$ cat src/rtl/x87_encode.sv
// x87_encode: turns an x87 command code (same numbering as the x87 decoder)
// into its opcode byte stream. The stream uses a valid/ready handshake on the
// output side.
// Optional feature: define X87_ENC_FWAIT_PREFIX_EN to precede every valid
// non-FWAIT instruction with a 9B (FWAIT) prefix byte.
module x87_encode (
  input  logic       clk,
  input  logic       rst,
  input  logic       in_valid,
  output logic       in_ready,
  input  logic [4:0] in_cmd,
  input  logic [3:0] in_idx,
  input  logic [7:0] in_modrm,
  output logic       out_valid,
  input  logic       out_ready,
  output logic [7:0] out_byte,
  output logic       out_last,
  output logic       err
);

  typedef enum logic [1:0] {
    IDLE = 2'd0,
`ifdef X87_ENC_FWAIT_PREFIX_EN
    PFX  = 2'd1,
`endif
    B0   = 2'd2,
    B1   = 2'd3
  } state_t;

  state_t     state;
  logic       dec_ok;
  logic       dec_two;
  logic [7:0] dec_b0;
  logic [7:0] dec_b1;
  logic [4:0] rbase;
  logic [2:0] mreg;
  logic       is_reg;
  logic       is_mem;
  logic [7:0] hold_b1;
  logic       hold_two;
`ifdef X87_ENC_FWAIT_PREFIX_EN
  logic [7:0] hold_b0;
`endif

  // Decode the offered command into its opcode bytes and a validity flag.
  always_comb begin
    dec_ok  = 1'b1;
    dec_two = 1'b1;
    dec_b0  = 8'h00;
    dec_b1  = 8'h00;
    rbase   = 5'h00;
    mreg    = 3'd0;
    is_reg  = 1'b0;
    is_mem  = 1'b0;
    case (in_cmd)
      5'd1:  begin dec_b0 = 8'hDF; dec_b1 = 8'hE0; end
      5'd2:  begin dec_b0 = 8'hDB; dec_b1 = 8'hE3; end
      5'd3:  begin dec_b0 = 8'hD9; mreg = 3'd5; is_mem = 1'b1; end
      5'd4:  begin dec_b0 = 8'hD9; mreg = 3'd7; is_mem = 1'b1; end
      5'd5:  begin dec_b0 = 8'h9B; dec_two = 1'b0; end
      5'd6:  begin dec_b0 = 8'hD9; mreg = 3'd0; is_mem = 1'b1; end
      5'd7:  begin dec_b0 = 8'hDD; mreg = 3'd0; is_mem = 1'b1; end
      5'd8:  begin dec_b0 = 8'hD9; mreg = 3'd3; is_mem = 1'b1; end
      5'd9:  begin dec_b0 = 8'hDD; mreg = 3'd3; is_mem = 1'b1; end
      5'd10: begin dec_b0 = 8'hD9; rbase = 5'h18; is_reg = 1'b1; end
      5'd11: begin dec_b0 = 8'hD9; rbase = 5'h19; is_reg = 1'b1; end
      5'd12: begin dec_b0 = 8'hDD; rbase = 5'h1B; is_reg = 1'b1; end
      5'd13: begin dec_b0 = 8'hDE; rbase = 5'h1C; is_reg = 1'b1; end
      5'd14: begin dec_b0 = 8'hDE; rbase = 5'h1D; is_reg = 1'b1; end
      5'd15: begin dec_b0 = 8'hDE; rbase = 5'h1F; is_reg = 1'b1; end
      5'd16: begin dec_b0 = in_idx[0] ? 8'hDB : 8'hDF; mreg = 3'd0; is_mem = 1'b1; end
      5'd17: begin dec_b0 = in_idx[0] ? 8'hDB : 8'hDF; mreg = 3'd2; is_mem = 1'b1; end
      5'd18: begin dec_b0 = in_idx[0] ? 8'hDB : 8'hDF; mreg = 3'd3; is_mem = 1'b1; end
      5'd19: begin dec_b0 = 8'hD9; dec_b1 = in_idx[0] ? 8'hF5 : 8'hF8; end
      5'd20: begin dec_b0 = 8'hD8; rbase = 5'h18; is_reg = 1'b1; end
      5'd21: begin dec_b0 = 8'hD8; rbase = 5'h19; is_reg = 1'b1; end
      5'd22: begin dec_b0 = 8'hD8; rbase = 5'h1E; is_reg = 1'b1; end
      5'd23: begin dec_b0 = 8'hD8; rbase = 5'h1A; is_reg = 1'b1; end
      5'd24: begin dec_b0 = 8'hD8; rbase = 5'h1C; is_reg = 1'b1; end
      5'd25: begin dec_b0 = 8'hD8; rbase = 5'h1D; is_reg = 1'b1; end
      5'd26: begin dec_b0 = 8'hD8; rbase = 5'h1B; is_reg = 1'b1; end
      5'd27: begin dec_b0 = 8'hDE; rbase = 5'h18; is_reg = 1'b1; end
      5'd28: begin dec_b0 = 8'hDE; rbase = 5'h19; is_reg = 1'b1; end
      5'd29: begin dec_b0 = 8'hDE; rbase = 5'h1E; is_reg = 1'b1; end
      5'd30: begin dec_b0 = 8'hD8; rbase = 5'h1F; is_reg = 1'b1; end
      5'd31: begin
        dec_b0 = 8'hD9;
        case (in_idx)
          4'd0:    dec_b1 = 8'hE0;
          4'd1:    dec_b1 = 8'hE1;
          4'd2:    dec_b1 = 8'hE4;
          4'd3:    dec_b1 = 8'hE5;
          4'd4:    dec_b1 = 8'hFA;
          4'd5:    dec_b1 = 8'hFC;
          4'd6:    dec_b1 = 8'hFD;
          4'd7:    dec_b1 = 8'hF4;
          4'd8:    dec_b1 = 8'hF0;
          4'd9:    dec_b1 = 8'hF1;
          4'd10:   dec_b1 = 8'hF9;
          default: dec_ok = 1'b0;
        endcase
      end
      default: dec_ok = 1'b0;
    endcase
    // Memory forms keep mod/rm and substitute the opcode extension in [5:3].
    if (is_mem) begin
      dec_b1 = {in_modrm[7:6], mreg, in_modrm[2:0]};
      if (in_modrm[7:6] == 2'b11) dec_ok = 1'b0;
    end
    // Register forms only address ST(0)..ST(7).
    if (is_reg) begin
      dec_b1 = {rbase, in_idx[2:0]};
      if (in_idx[3]) dec_ok = 1'b0;
    end
  end

  // Holding registers for bytes not yet presented; data only, no reset needed.
  always_ff @(posedge clk) begin
    if (state == IDLE && in_ready && in_valid) begin
      hold_b1  <= dec_b1;
      hold_two <= dec_two;
`ifdef X87_ENC_FWAIT_PREFIX_EN
      hold_b0  <= dec_b0;
`endif
    end
  end

  // Control FSM with registered handshake and stream outputs.
  always_ff @(posedge clk or posedge rst) begin
    if (rst) begin
      state     <= IDLE;
      in_ready  <= 1'b0;
      out_valid <= 1'b0;
      out_byte  <= 8'h00;
      out_last  <= 1'b0;
      err       <= 1'b0;
    end else begin
      err <= 1'b0;
      case (state)
        IDLE: begin
          if (in_ready && in_valid) begin
            in_ready <= 1'b0;
            if (!dec_ok) begin
              err <= 1'b1;
            end else begin
              out_valid <= 1'b1;
`ifdef X87_ENC_FWAIT_PREFIX_EN
              if (dec_two) begin
                state    <= PFX;
                out_byte <= 8'h9B;
                out_last <= 1'b0;
              end else begin
                state    <= B0;
                out_byte <= dec_b0;
                out_last <= 1'b1;
              end
`else
              state    <= B0;
              out_byte <= dec_b0;
              out_last <= !dec_two;
`endif
            end
          end else begin
            in_ready <= 1'b1;
          end
        end
`ifdef X87_ENC_FWAIT_PREFIX_EN
        PFX: begin
          if (out_valid && out_ready) begin
            state    <= B0;
            out_byte <= hold_b0;
            out_last <= !hold_two;
          end
        end
`endif
        B0: begin
          if (out_valid && out_ready) begin
            if (hold_two) begin
              state    <= B1;
              out_byte <= hold_b1;
              out_last <= 1'b1;
            end else begin
              state     <= IDLE;
              out_valid <= 1'b0;
              out_last  <= 1'b0;
              in_ready  <= 1'b1;
            end
          end
        end
        B1: begin
          if (out_valid && out_ready) begin
            state     <= IDLE;
            out_valid <= 1'b0;
            out_last  <= 1'b0;
            in_ready  <= 1'b1;
          end
        end
        default: begin
          state     <= IDLE;
          out_valid <= 1'b0;
          out_last  <= 1'b0;
          in_ready  <= 1'b0;
        end
      endcase
    end
  end

endmodule

$ cat config.mk
export PLATFORM = sky130hd
export DESIGN_NAME = x87_encode
export DESIGN_NICKNAME = d
export VERILOG_FILES = /design/src/rtl/x87_encode.sv
export SDC_FILE = /design/constraint.sdc
export NUM_CORES = 1
export LEC_CHECK = 0
export ABC_AREA = 0
export CAP_MARGIN = 40
export CORE_ASPECT_RATIO = 1.1
export CORE_MARGIN = 2
export CORE_UTILIZATION = 47
export CTS_CLUSTER_SIZE = 24
export DETAILED_ROUTE_END_ITERATION = 8
export PLACE_DENSITY_LB_ADDON = 0.25
export SLEW_MARGIN = 20
export SYNTH_ARGS = -nofsm -noshare
export SYNTH_HDL_FRONTEND = slang
export SYNTH_SLANG_ARGS = --single-unit
export TNS_END_PERCENT = 30
$ cat constraint.sdc
create_clock -name clk -period 2.28 [get_ports clk]
set_input_delay 0.57 -clock clk [delete_from_list [all_inputs] [get_ports clk]]
set_output_delay 0.57 -clock clk [all_outputs]
set_load 0.02 [all_outputs]
**After elaboration in Yosys (flattened, before gate mapping)**

Cells that the tools add are included.
Widths: inputs -> output; s select.

- Flip-flop bits (word level): 23
- Input port bits: 21
- Word-level logic and storage cells: 134

- Multiplexer cells: 48
- Equal/unequal tests: 50
- Reductions and logical operators: 28

Operator list:

| kind | count |
|---|---|
| $pmux 8 s11 | 1 |
| $eq 5x5->1 const B | 16 |
| $pmux 8 s8 | 1 |
| $mux 8 | 6 |
| $eq 5x4->1 const B | 8 |
| $pmux 5 s8 | 1 |
| $pmux 8 s4 | 1 |
| $reduce_or 30->1 | 1 |
| $mux 1 | 24 |
| $eq 5x3->1 const B | 4 |
| $reduce_or 17->1 | 1 |
| $eq 4x3->1 const B | 4 |
| $pmux 8 s2 | 1 |
| $reduce_or 8->1 | 2 |
| $reduce_or 3->1 | 5 |
| $eq 4x4->1 const B | 3 |
| $pmux 3 s4 | 1 |
| $reduce_or 11->1 | 1 |
| $eq 5x2->1 const B | 2 |
| $mux 2 | 5 |
| $ne 2x2->1 const B | 5 |
| $reduce_and 5->1 | 2 |
| $reduce_or 2->1 | 5 |
| $pmux 1 s3 | 3 |
| 17 further kinds | 23 |

**Logic depth before layout (Yosys ltp)**

Gate-level depths: netlist of the first run.

- Word-level depth: 11
- Mapped depth: 8
- Gate-level depth less buffers: 5

**Least setup slack after synthesis of the first run**

No wires, ideal clock.

- Kind: input to register
- Start: in in_cmd[0]
- End: reg out_byte[0]
- Stages: 6
- Path buffers: 1
- Library setup time: 0.125 ns
- Arrival: 2.079 ns
- Path slack: 0.076 ns
- Path through: buf_4 nand2_4 or4_1 o311a_2 a31oi_4 mux2_4

- Word-level cells in the longest chain between the ends: 9
- Elaborated cells on any way between the ends: 52
- Those cells by class: eq/ne: 32; mux: 11; reduce/logical: 9

Ends and longest elaborated chain:

| what | line | source |
|---|---|---|
| start, declared | 11 | `input logic [4:0] in_cmd,` |
| $eq 5x3->1 (tied with other cells) | 55 | `case (in_cmd)` |
| $reduce_or 30->1 (no source line) | - |  |
| $pmux 1 s2 | 55 |  |
| $mux 1 | 108 | `if (in_modrm[7:6] == 2'b11) dec_ok = 1'b0;` |
| $mux 1 | 106 | `if (is_mem) begin` |
| $mux 1 | 113 | `if (in_idx[3]) dec_ok = 1'b0;` |
| $mux 1 | 111 | `if (is_reg) begin` |
| $ne 2x2->1 (no source line) | - |  |
| $reduce_and 5->1 (no source line) | - |  |
| end signal, assigned | 180 | `out_byte <= hold_b1;` |
| end, declared | 16 | `output logic [7:0] out_byte,` |

Several ways; a longest one is shown, not always the timed one. The select of a mux whose other input is x is not followed.
A chain may end at the register's enable or synchronous reset.

**Worst setup path in the final report of the first run**

- Start: in in_idx[0]
- End: reg out_byte[2]

- Word-level cells in the longest chain between the ends: 10
- Elaborated cells on any way between the ends: 25
- Those cells by class: eq/ne: 11; mux: 11; reduce/logical: 3

Ends and longest elaborated chain:

| what | line | source |
|---|---|---|
| start, declared | 12 | `input logic [3:0] in_idx,` |
| $eq 4x4->1 (tied with other cells) | 88 | `case (in_idx)` |
| $reduce_or 11->1 (no source line) | - |  |
| $mux 1 | 88 |  |
| $pmux 1 s2 | 55 |  |
| $mux 1 | 108 |  |
| $mux 1 | 106 |  |
| $mux 1 | 113 |  |
| $mux 1 | 111 |  |
| $ne 2x2->1 (no source line) | - |  |
| $reduce_and 5->1 (no source line) | - |  |

Several ways; a longest one is shown, not always the timed one. The select of a mux whose other input is x is not followed.

==> impl_results.md, run 1 <==
- Run status: finished clean
- Fraction of layout cells with a size suffix above 1: a little under a fifth
- Final Hold Viols: 0
- Worst-case clock skew: 0.00461 ns
- Detailed placement HPWL: around 3500 µm
- Max FO, Critical Path: 5
- Net count reported at finish: about 300
- Post-route antenna net violation count: 0
- Pin slew with the least headroom to its limit: 0.511 ns
- Remaining global-route overflow: 0
- DR WL met3: between 150 and 200 µm
- Portion of the clock cycle consumed by the worst path in the final layout: a little over nine tenths
- TritonCTS clock tree: done
- Root Driver: sky130_fd_sc_hd__clkbuf_8
- CTS Buf Count: 3
- Last weighted congestion value of the routability-driven placer: approximately 0.87
- Remaining design rule violation count: 0
- Setup violators final: 0
- Worst Path Class, Setup: primary input to register
- Routed wire length: ~4500 µm
- Yosys synthesis warning count: 0
- Post-synth net total: approximately 240
- Vert. Die Dim: between 60 and 70 µm
- Unrepaired setup endpoints after global routing: no
- Final design instance area without fill: 0.00238 mm²
- Post-Syn Area: 0.00177 mm²
- Number of vias in the routed layout: approximately 1,800
- Signal arrival time at the worst endpoint: 2.29 ns
- Number of placement rows: 23
- Vias per inst: around 5.7
- Iteration-0 DRC count of the detailed router: between 100 and 150
- Global-route wire length before repair: 7710 µm
- Syn Inst Count: between 200 and 250
- Required time at the endpoint of the critical path: around 2.4 ns
- I/O pin total: 33
- Max Clk Rate: roughly 470 MHz
- Area of the die: roughly 0.0043 mm²
- Synthesized flop and latch total: 23
- Hold Crit Class: register to register
- Maximum root-to-sink buffer count: 2
- Standby leakage power: between 0.001 and 0.0015 µW
- Global Route Usage Sum: 23.1%
- Initial Utilization: around half
- Largest net degree at the start of global routing: 25
- Diode insertion count for antenna repair: 0
- Setup Fix Bufs, Post-CTS: 0
- Combined area of the multi-input logic cells: 0.00104 mm²
- Ratio of total power to cell area: a little over 800 mW/mm²
- Number of max-slew violations in the final report: 0
- Portion of the post-synthesis area used by sequential elements: 35.0%
- Synth-to-Final Area Change: 34.4%
- Met2 WL post-DR: around 2300 µm
- Dpl cell area: ~0.0023 mm²
- Routed met1 length: 1870 µm
- Width of the die: 62.6 µm
- Sequential cell area: just over 600 µm²
- Normalized max-slew margin: approximately two thirds
- Maximum Capacitance Violations: 0
- Endpoint type of the worst setup path: register
- Count of flip-flops with a built-in enable after synthesis: 9
- Kind of start point of the critical path: primary input
- Syn avg cell area: between 8 and 9 µm²
- Clock edge transition at the registers on the reported setup and hold paths: around 0.070 ns
- Antenna violations before repair: 0
- IR Drop Worst-Case VDD: between 200 and 300 µV
- Library cells used by synthesis: between 50 and 60
- Max layer used: met4
- Clock sink count: 23
- Placeable core area: about 0.0036 mm²
- Number of buffers added on ports: 29
- H-Tree Depth: 1
- Top_reg_cell synth: sky130_fd_sc_hd__dfrtp_1
- Clock period minus worst slack: approximately 2.1 ns
- Wire length per cell: approximately 14 µm
- Clk_lat worst skew: ~0.26 ns
- First-pass detailed-route iteration total: 4
- Final-layout fill cell count: between 300 and 400
- Number of global-route vias before repair: about 1,700
- Setup TNS: 0 ns
- Proportion of synthesized flip-flops having asynchronous set or reset: around 61%
[stage by stage]
step	power, µW	std cells	hold slack, ns	util (%)	setup slack [ns]
2_1_floorplan	1310	218	0.459	-	0.0755
3_3_place_gp	1690	316	0.496	64.1	-0.388
3_5_place_dp	1720	316	0.506	64.1	-0.471
4_1_cts	1970	320	0.524	65.4	0.0151
5_1_grt	2110	320	0.551	65.8	0.0192
6_report	1970	320	0.518	65.8	0.136
[what timing repair did]
item,in CTS,in global routing
setup endpoints to repair,10,8
hold buffers,0,0
pin swaps,1,2
resized for setup,7,2
[sequential cells by signal, indices dropped and copies added (netlist names)]
register and flops:
err 1, in_ready 1, hold_two 1, state 2, hold_b1 8, out_last 1
out_valid 1, out_byte 8
[cells by family (layout without fill, tap and decap cells)]
family | after synthesis | after routing | synth area share [%]
mux | 10 | 10 | 6.56
xor+xnor | 3 | 3 | 1.48
flops | 23 | 23 | 35.0
compound gates | 77 | 77 | 29.2
simple gates | 74 | 74 | 20.5
buf+inv | 31 | 83 | 7.26
[area by class of cell]
type / instances / share of cell area [%]
Tap cell: 50 / 2.62
Multi-Input combinational cell: 164 / 43.6
Sequential cell: 23 / 26.0
Inverter: 13 / 2.05
Timing Repair Buffer: 66 / 23.8
Clock buffer: 4 / 1.89
[metal layers]
layer,global-route usage (%),vias up
met5,0,-
met4,12.8,0
met3,1.81,12
met2,41.7,66
met1,27.9,838
li1,-,915
[cell usage in the layout, fill, tap and decap left out, types with 2 or more instances in the layout]
| cell type | synthesis | routed |
|---|---|---|
| sky130_fd_sc_hd__buf_4 | 3 | 36 |
| sky130_fd_sc_hd__clkdlybuf4s50_1 | 0 | 23 |
| sky130_fd_sc_hd__nand2_1 | 22 | 22 |
| sky130_fd_sc_hd__a21oi_1 | 17 | 17 |
| sky130_fd_sc_hd__nor2_1 | 16 | 16 |
| sky130_fd_sc_hd__dfrtp_1 | 14 | 14 |
| sky130_fd_sc_hd__o21ai_0 | 13 | 13 |
| sky130_fd_sc_hd__inv_1 | 12 | 12 |
| sky130_fd_sc_hd__nand3_1 | 10 | 10 |
| sky130_fd_sc_hd__edfxtp_1 | 9 | 9 |
| sky130_fd_sc_hd__o21ai_1 | 8 | 8 |
| sky130_fd_sc_hd__nor2b_1 | 7 | 7 |
| sky130_fd_sc_hd__mux2i_1 | 6 | 6 |
| sky130_fd_sc_hd__nand2b_1 | 5 | 5 |
| sky130_fd_sc_hd__dlygate4sd2_1 | 0 | 5 |
| sky130_fd_sc_hd__a31oi_1 | 4 | 4 |
| sky130_fd_sc_hd__o211ai_1 | 4 | 4 |
| sky130_fd_sc_hd__o31ai_1 | 3 | 3 |
| sky130_fd_sc_hd__nor3_1 | 4 | 3 |
| sky130_fd_sc_hd__mux2_4 | 3 | 3 |
| sky130_fd_sc_hd__clkbuf_8 | 0 | 3 |
| sky130_fd_sc_hd__a21o_1 | 2 | 2 |
| sky130_fd_sc_hd__and2_1 | 2 | 2 |
| sky130_fd_sc_hd__o221ai_1 | 2 | 2 |
| sky130_fd_sc_hd__xnor2_1 | 2 | 2 |
| sky130_fd_sc_hd__o22ai_1 | 2 | 2 |
| sky130_fd_sc_hd__a22oi_1 | 2 | 2 |
| sky130_fd_sc_hd__a221oi_1 | 2 | 2 |
[power by group]
| part | total (µW) | switching [µW] | internal [µW] |
|---|---|---|---|
| combinational | 1050 | 528 | 527 |
| clock | 246 | 122 | 125 |
| sequential | 668 | 98.1 | 570 |
[cell usage after synthesis, types with 2 or more instances]
| cell | number | area share [%] |
|---|---|---|
| sky130_fd_sc_hd__a21o_1 | 2 | 0.85 |
| sky130_fd_sc_hd__a21oi_1 | 17 | 4.8 |
| sky130_fd_sc_hd__a221oi_1 | 2 | 0.99 |
| sky130_fd_sc_hd__a22oi_1 | 2 | 0.85 |
| sky130_fd_sc_hd__a31oi_1 | 4 | 1.4 |
| sky130_fd_sc_hd__and2_1 | 2 | 0.71 |
| sky130_fd_sc_hd__buf_4 | 3 | 1.3 |
| sky130_fd_sc_hd__clkbuf_1 | 13 | 2.8 |
| sky130_fd_sc_hd__dfrtp_1 | 14 | 20 |
| sky130_fd_sc_hd__edfxtp_1 | 9 | 15 |
| sky130_fd_sc_hd__inv_1 | 12 | 2.5 |
| sky130_fd_sc_hd__mux2_4 | 3 | 2.5 |
| sky130_fd_sc_hd__mux2i_1 | 6 | 3.4 |
| sky130_fd_sc_hd__nand2_1 | 22 | 4.7 |
| sky130_fd_sc_hd__nand2b_1 | 5 | 1.8 |
| sky130_fd_sc_hd__nand3_1 | 10 | 2.8 |
| sky130_fd_sc_hd__nor2_1 | 16 | 3.4 |
| sky130_fd_sc_hd__nor2b_1 | 7 | 2.5 |
| sky130_fd_sc_hd__nor3_1 | 4 | 1.1 |
| sky130_fd_sc_hd__o211ai_1 | 4 | 1.7 |
| sky130_fd_sc_hd__o21ai_0 | 13 | 3.7 |
| sky130_fd_sc_hd__o21ai_1 | 8 | 2.3 |
| sky130_fd_sc_hd__o221ai_1 | 2 | 0.99 |
| sky130_fd_sc_hd__o22ai_1 | 2 | 0.71 |
| sky130_fd_sc_hd__o31ai_1 | 3 | 1.3 |
| sky130_fd_sc_hd__xnor2_1 | 2 | 0.99 |
[final timing paths]
kind                              from  cells after the start  slack, ns           to
max                          in_idx[0]                      6       0.14  out_byte[2]
max in group asynchronous          rst                      2       1.31  out_byte[4]
min in group asynchronous          rst                      2       0.63     in_ready
max reg2reg                   state[1]                      5       0.57  out_byte[2]
min                        out_byte[4]                      2       0.52  out_byte[4]
min reg2reg                out_byte[4]                      2       0.52  out_byte[4]
[worst max-delay path: stages]
cell and delay (ns):
sky130_fd_sc_hd__clkdlybuf4s50_1 0.48, sky130_fd_sc_hd__a21oi_1 0.07, sky130_fd_sc_hd__or4_1 0.41, sky130_fd_sc_hd__o311a_4 0.15, sky130_fd_sc_hd__a31oi_4 0.28, sky130_fd_sc_hd__mux2_4 0.33
Note: power is estimated with default switching activity, not from simulation.
==> inputs of run 2 (changes only) <==
--- a/config.mk
+++ b/config.mk
@@ -5,7 +5,7 @@
 export SDC_FILE = /design/constraint.sdc
 export NUM_CORES = 1
 export LEC_CHECK = 0
-export ABC_AREA = 0
+export ABC_AREA = 1
 export CAP_MARGIN = 40
 export CORE_ASPECT_RATIO = 1.1
 export CORE_MARGIN = 2
==> run 2 against run 1 <==
  * Count of clock-buffer cells in the layout is 1 lower
  * Sequential share of layout area shrank 2.5 points
  * Non-clock buffer count grew 26
  * Synthesized cell count rose by 24%
  * Setup slack worse by 0.0086 ns
  * Power rose by 6.3%
  * Utilization grew 7.0 points
  * Global-route usage grew 1.4 points
==> impl_results.md, run 2 <==
- Maximum Capacitance Violations: 0 (unchanged)
- Placeable core area: 0.00363 mm² (unchanged)
- Library cells used by synthesis: 29 (-49%)
- Combinational group share of total power: 57.8% (+4.2 points)
- Max Clk Rate: 465 MHz (-0.40%)
- Number of vias in the routed layout: 2,123 (+16%)
- Global-route wire length before repair: 8330 µm (+8.1%)
- Final-layout fill cell count: 321 (-5.3%)
- Area of the die: 0.00425 mm² (-0.72%)
- Normalized max-slew margin: 64.2% (-1.7 points)
- Setup Fix Bufs, Post-CTS: 0 (unchanged)
- Wire length per cell: 12.3 µm (-13%)
- Post-route antenna net violation count: 0 (unchanged)
- Largest net degree at the start of global routing: 15 (-40%)
- Portion of the post-synthesis area used by sequential elements: 35.3% (+0.27 points)
- Number of global-route vias before repair: 1,960 (+18%)
- Portion of the clock cycle consumed by the worst path in the final layout: 94.4% (+0.38 points)
- Synthesized flop and latch total: 23 (unchanged)
- Diode insertion count for antenna repair: 0 (unchanged)
- Vert. Die Dim: 68.2 µm (-0.37%)
- Syn avg cell area: 6.50 µm² (-20%)
- Net count reported at finish: 385 (+32%)
- Initial Utilization: 48.6% (-0.38 points)
- NetSw: 903 µW (+21%)
- Most area-consuming cells after synthesis: sky130_fd_sc_hd__dfrtp_1 20%, sky130_fd_sc_hd__edfxtp_1 15%, sky130_fd_sc_hd__nand2_1 15%
- Setup violators final: 0 (unchanged)
- Number of max-slew violations in the final report: 0 (unchanged)
- Pin slew with the least headroom to its limit: 0.536 ns (+0.0254 ns)
- Root Driver: sky130_fd_sc_hd__clkbuf_8
- Max FO, Critical Path: 5 (unchanged)
- Sequential cell area: 621 µm² (unchanged)
- Syn Inst Count: 271 (+24%)
- Fraction of layout cells with a size suffix above 1: 27.0% (+8.1 points)
- Iteration-0 DRC count of the detailed router: 140 (+3.7%)
- Commonest cells in the synthesized netlist: 70 x sky130_fd_sc_hd__nand2_1, 48 x sky130_fd_sc_hd__nor2_1, 23 x sky130_fd_sc_hd__inv_1
- TritonCTS clock tree: done
- Ratio of total power to cell area: 793 mW/mm² (-4.0%)
- CTS Buf Count: 3 (unchanged)
- Post-layout instance count excluding filler cells: 413 (+29%)
- Count of flip-flops with a built-in enable after synthesis: 9 (unchanged)
- Pint: 1190 µW (-2.5%)
- Registers with the most flip-flops: hold_b1 (8), out_byte (8), state (2)
- Vias per inst: 5.14 (-10%)
- Top_reg_cell synth: sky130_fd_sc_hd__dfrtp_1
- Worst-case clock skew: 0.00499 ns (+0.000384 ns)
- Total placed cells including tap cells: 407 (+29%)
- IR Drop Worst-Case VDD: 334 µV (+15%)
- Synth area leader: sky130_fd_sc_hd__dfrtp_1
- Clock period minus worst slack: 2.15 ns (+0.00863 ns)
- Global Route Usage Sum: 24.5% (+1.4 points)
- PnR Total Power: 2090 µW (+6.3%)
- Number of buffers added on ports: 29 (unchanged)
- Proportion of netlist area held by the largest area contributor: 19.9% (+0.15 points)
- Setup TNS: 0 ns (unchanged)
- Dpl cell area: 0.00255 mm² (+9.5%)
- Required time at the endpoint of the critical path: 2.43 ns (about the same)
- Remaining design rule violation count: 0 (unchanged)
- Clock edge transition at the registers on the reported setup and hold paths: 0.08 ns (about the same)
- Synth-to-Final Area Change: 50.0%
- I/O pin total: 33 (unchanged)
- Signal arrival time at the worst endpoint: 2.30 ns (about the same)
- Kind of start point of the critical path: primary input
- Width of the die: 62.4 µm (-0.36%)
- Run status: finished clean
- Library cell with the highest instance count after synthesis: sky130_fd_sc_hd__nand2_1
- Routed wire length: 5080 µm (+12%)
- Top library cells by usage in the layout, fill and taps aside: 69 x sky130_fd_sc_hd__nand2_1, 62 x sky130_fd_sc_hd__buf_4, 45 x sky130_fd_sc_hd__nor2_1
- Worst Hold Slack: 0.478 ns (-0.0402 ns)
- Most common cell after layout, fill and taps aside: sky130_fd_sc_hd__nand2_1
- Post-synth net total: 292 (+22%)
- Final design instance area without fill: 0.00264 mm² (+11%)
- Worst Path Class, Setup: primary input to register
- Combined area of the multi-input logic cells: 0.00104 mm² (+0.48%)
- First-pass detailed-route iteration total: 4 (unchanged)
- H-Tree Depth: 1 (unchanged)
- Detailed placement HPWL: 4040 µm (+16%)
- Last weighted congestion value of the routability-driven placer: 0.872 (+0.39%)
- Hold Crit Class: register to register
- Proportion of synthesized flip-flops having asynchronous set or reset: 60.9% (unchanged)
- Standby leakage power: 0.00133 µW (+30%)
- Endpoint type of the worst setup path: register
- Remaining global-route overflow: 0 (unchanged)
- Number of buffers added to fix hold violations after cts: 0 (unchanged)
- Yosys synthesis warning count: 0 (unchanged)
- Antenna violations before repair: 0 (unchanged)
- Number of placement rows: 23 (unchanged)
- Maximum root-to-sink buffer count: 2 (unchanged)
- Post-Syn Area: 0.00176 mm² (-0.78%)
- Clk pwr share: 11.4% (-1.1 points)
- Sequential share of power: 30.8% (-3.1 points)
- Sw frac: 43.1% (+5.1 points)
- Final Hold Viols: 0 (unchanged)
- Clock sink count: 23 (unchanged)
- Clk_lat worst skew: 0.25 ns (about the same)
==> run 2: critical path: stages <==
cell	delay [ns]
sky130_fd_sc_hd__clkdlybuf4s15_1	0.27
sky130_fd_sc_hd__buf_4	0.19
sky130_fd_sc_hd__nand2_4	0.09
sky130_fd_sc_hd__a21oi_1	0.08
sky130_fd_sc_hd__nor2_1	0.15
sky130_fd_sc_hd__nand2_2	0.11
sky130_fd_sc_hd__o21ai_2	0.18
sky130_fd_sc_hd__nand4_1	0.16
sky130_fd_sc_hd__nand2_2	0.19
sky130_fd_sc_hd__buf_6	0.15
sky130_fd_sc_hd__nand2_2	0.06
sky130_fd_sc_hd__nand2_1	0.06
sky130_fd_sc_hd__nand2_1	0.05
==> run 2: per-layer routing <==
layer	vias up	wire (µm)	GRT usage, %
li1	1088	-	-
met1	968	2060	27.5
met2	55	2740	49.9
met3	12	158	1.48
met4	0	110	9.17
met5	-	0	0
==> run 2: final cells by class <==
| type | count | share of cell area, % |
|---|---|---|
| sequential | 23 | 23.5 |
| multi-input combinational | 214 | 39.6 |
| clock inverter | 1 | 0.190 |
| clock buffer | 3 | 1.56 |
| timing repair buffer | 92 | 28.5 |
| inverter | 30 | 4.27 |
| tap | 50 | 2.37 |
==> run 2: repair_timing <==
action	CTS	global route
endpoints found under the setup margin	12	12
cloned	0	2
resized for setup	10	15
pin swaps	3	2
==> run 2: stage by stage <==
stage	util [%]	setup WS, ns
floorplan	-	0.351
global placement	70.2	-0.398
detailed placement	70.2	-0.464
CTS	72.0	0.0814
global route	72.8	-0.00632
finish	72.8	0.128
==> run 2: final timing paths <==
check                             from     endpoint  slack (ns)  cells past startpoint
max in group asynchronous          rst  out_byte[7]        1.27                      2
max                          in_cmd[0]     out_last        0.13                     13
min reg2reg                out_byte[4]  out_byte[4]        0.48                      2
min in group asynchronous          rst     state[1]        0.65                      2
min                        out_byte[4]  out_byte[4]        0.48                      2
max reg2reg                   state[1]  out_byte[2]        0.60                      8
==> run 2: power groups by stage <==
| stage | Combinational [µW] | Clock, µW | Sequential, µW |
|---|---|---|---|
| CTS | 1150 | 246 | 645 |
| global route | 1330 | 258 | 664 |
| finish | 1210 | 239 | 646 |
| detailed placement | 1120 | 0 | 654 |
| global placement | 1080 | 0 | 643 |
| floorplan | 562 | 0 | 749 |
==> run 2: cell families (layout without fill, tap and decap cells) <==
logic type      after synthesis  count (layout)  synth area share, %
flops                        23              23                 35.3
compound gates               42              42                 13.4
buf+inv                      35             126                 8.24
simple gates                171             172                 43.1
==> inputs of run 3 (changes only) <==
--- a/config.mk
+++ b/config.mk
@@ -12,6 +12,7 @@
 export CORE_UTILIZATION = 47
 export CTS_CLUSTER_SIZE = 24
 export DETAILED_ROUTE_END_ITERATION = 8
+export GPL_TIMING_DRIVEN = 0
 export PLACE_DENSITY_LB_ADDON = 0.25
 export SLEW_MARGIN = 20
 export SYNTH_ARGS = -nofsm -noshare
==> run 3 against run 2 <==
  * Register-to-register slack got worse by 0.18 ns
  * Maximum frequency up 0.63%
  * Cell count down 14%
  * Global-route usage shrank 1.4 points
  * Critical path depth did not move
  * Sequential power hardly changed
  * Clock power grew 4%
  * Clock skew shrank 0.0021 ns
  * Via count fell by 11%
  * Critical endpoint unchanged
  * Highest routed layer unchanged
==> impl_results.md, run 3 (synthesis gave the netlist of run 2 again) <==
- Vert. Die Dim: 68.2 µm (unchanged)
- Top library cells by usage in the layout, fill and taps aside: 69 x sky130_fd_sc_hd__nand2_1, 43 x sky130_fd_sc_hd__nor2_1, 22 x sky130_fd_sc_hd__nand3_1, 22 x sky130_fd_sc_hd__inv_1, 20 x sky130_fd_sc_hd__clkdlybuf4s50_1
- Maximum Capacitance Violations: 0 (unchanged)
- Antenna violations before repair: 0 (unchanged)
- Area of the die: 0.00425 mm² (unchanged)
- IR Drop Worst-Case VDD: 343 µV (+2.9%)
- Run status: finished clean
- Portion of the clock cycle consumed by the worst path in the final layout: 93.8% (-0.59 points)
- Pint: 1100 µW (-7.4%)
- Width of the die: 62.4 µm (unchanged)
- Net count reported at finish: 326 (-15%)
- Number of vias in the routed layout: 1,898 (-11%)
- Initial Utilization: 48.6% (unchanged)
- Diode insertion count for antenna repair: 0 (unchanged)
- PnR Total Power: 1970 µW (-6.1%)
- Max FO, Critical Path: 8 (+3)
- Wire length per cell: 13.1 µm (+6.3%)
- Vias per inst: 5.36 (+4.3%)
- Number of buffers added on ports: 27 (-6.9%)
- CTS Buf Count: 3 (unchanged)
- H-Tree Depth: 1 (unchanged)
- Worst-case clock skew: 0.00290 ns (-0.00209 ns)
- Clk_lat worst skew: 0.26 ns (about the same)
- Clock period minus worst slack: 2.14 ns (-0.0135 ns)
- First-pass detailed-route iteration total: 6 (+2)
- Setup violators final: 0 (unchanged)
- Detailed placement HPWL: 3690 µm (-8.8%)
- Kind of start point of the critical path: primary input
- Sw frac: 43.9% (+0.78 points)
- Number of max-slew violations in the final report: 0 (unchanged)
- Last weighted congestion value of the routability-driven placer: 0.957 (+9.8%)
- Hold Crit Class: register to register
- TritonCTS clock tree: done
- Clk pwr share: 12.6% (+1.2 points)
- Post-route antenna net violation count: 0 (unchanged)
- I/O pin total: 33 (unchanged)
- Final design instance area without fill: 0.00218 mm² (-17%)
- Signal arrival time at the worst endpoint: 2.29 ns (about the same)
- Global Route Usage Sum: 23.2% (-1.4 points)
- Slack of the critical path: 0.141 ns (+0.0135 ns)
- Number of global-route vias before repair: 1,755 (-10%)
- Sequential share of power: 32.7% (+1.9 points)
- Max Clk Rate: 468 MHz (+0.63%)
- Global-route wire length before repair: 7770 µm (-6.7%)
- Endpoint type of the worst setup path: register
- Pin slew with the least headroom to its limit: 0.761 ns (+0.224 ns)
- Fraction of layout cells with a size suffix above 1: 13.5% (-14 points)
- Setup TNS: 0 ns (unchanged)
- Largest net degree at the start of global routing: 15 (unchanged)
- Ratio of total power to cell area: 902 mW/mm² (+14%)
- Worst setup timing slack at the placement stage: -0.587 ns (-0.123 ns)
- Root Driver: sky130_fd_sc_hd__clkbuf_8
- Final Hold Viols: 0 (unchanged)
- Dpl cell area: 0.00209 mm² (-18%)
- Clock sink count: 23 (unchanged)
- Iteration-0 DRC count of the detailed router: 125 (-11%)
- Combinational group share of total power: 54.7% (-3.1 points)
- Remaining design rule violation count: 0 (unchanged)
- Routed wire length: 4630 µm (-8.9%)
- Remaining global-route overflow: 0 (unchanged)
- Clock edge transition at the registers on the reported setup and hold paths: 0.08 ns (about the same)
- Registers with the most flip-flops: hold_b1 (8), out_byte (8), state (2)
- Most common cell after layout, fill and taps aside: sky130_fd_sc_hd__nand2_1
- Required time at the endpoint of the critical path: 2.43 ns (about the same)
- Setup slack on the worst flop-to-flop path: 0.42 ns (-0.18 ns)
- Maximum root-to-sink buffer count: 2 (unchanged)
- Standby leakage power: 0.00107 µW (-20%)
- Normalized max-slew margin: 49.1% (-15 points)
- Synth-to-Final Area Change: 23.9%
- Number of buffers added to fix hold violations after cts: 0 (unchanged)
- Unrepaired setup endpoints after global routing: no
- Placeable core area: 0.00363 mm² (unchanged)
- NetSw: 863 µW (-4.4%)
- Worst Path Class, Setup: primary input to register
- Number of placement rows: 23 (unchanged)
==> run 3: changes by cell type in the layout (fill, tap and decap cells not counted), moves of 2 or more <==
cell	before	now
sky130_fd_sc_hd__dlymetal6s2s_1	1	4
sky130_fd_sc_hd__buf_4	62	3
sky130_fd_sc_hd__clkdlybuf4s50_1	23	20
sky130_fd_sc_hd__buf_2	0	2
sky130_fd_sc_hd__nor2_2	5	8
sky130_fd_sc_hd__nor2_1	45	43
==> run 3: final timing paths <==
| kind | from | to | cells past startpoint |
|---|---|---|---|
| setup / recovery | in_cmd[2] | out_last | 13 |
| hold / removal | out_byte[2] | out_byte[2] | 2 |
| setup reg to reg | state[1] | out_byte[5] | 7 |
| hold reg to reg | out_byte[2] | out_byte[2] | 2 |
| max in group asynchronous | rst | out_byte[6] | 2 |
| min in group asynchronous | rst | out_byte[5] | 2 |
==> run 3: through the flow <==
| stage | util, % | hold slack (ns) | instances |
|---|---|---|---|
| 3_3_place_gp | 57.7 | 0.453 | 348 |
| 3_5_place_dp | 57.7 | 0.459 | 348 |
| 6_report | 60.1 | 0.471 | 354 |
| 5_1_grt | 60.1 | 0.493 | 354 |
| 2_1_floorplan | - | 0.459 | 271 |
| 4_1_cts | 58.9 | 0.478 | 352 |
==> run 3: power groups by stage <==
stage	sequential (µW)	clock, µW	combinational, µW
2_1_floorplan	749	0	562
3_3_place_gp	643	0	993
3_5_place_dp	653	0	1020
4_1_cts	644	251	1020
5_1_grt	661	275	1190
6_report	644	248	1070
==> run 3: repair_timing <==
action | 4_1_cts | 5_1_grt
endpoints found under the setup margin | 12 | 12
resized for setup | 4 | 20
setup buffers | 0 | 1
pin swaps | 0 | 2
gates cloned | 0 | 1
==> run 3: critical path: stages <==
cell                      delay (ns)
sky130_fd_sc_hd__buf_2          0.18
sky130_fd_sc_hd__inv_2          0.07
sky130_fd_sc_hd__nand3_1        0.18
sky130_fd_sc_hd__nor2_1         0.09
sky130_fd_sc_hd__nor2_2         0.12
sky130_fd_sc_hd__nand3_1        0.17
sky130_fd_sc_hd__o21ai_1        0.22
sky130_fd_sc_hd__nand4_1        0.19
sky130_fd_sc_hd__nand2_2        0.19
sky130_fd_sc_hd__buf_6          0.14
sky130_fd_sc_hd__nand2_2        0.06
sky130_fd_sc_hd__nand2_1        0.06
sky130_fd_sc_hd__nand2_1        0.05
==> run 3: layout make-up <==
class,count,area [µm²]
fill,361,1450
timing repair buffer,29,280
tap,50,62.6
inverter,30,113
sequential,23,621
multi-input combinational,213,1030
clock inverter,1,5.00
clock buffer,3,41.3
buffer,5,32.5
==> run 3: per-layer routing <==
metal | vias up | global-route usage [%] | wire length (µm)
li1 | 968 | - | -
met2 | 56 | 45.2 | 2370
met1 | 864 | 26.1 | 1950
met3 | 10 | 2.47 | 189
met5 | - | 0 | 0
met4 | 0 | 10.3 | 113
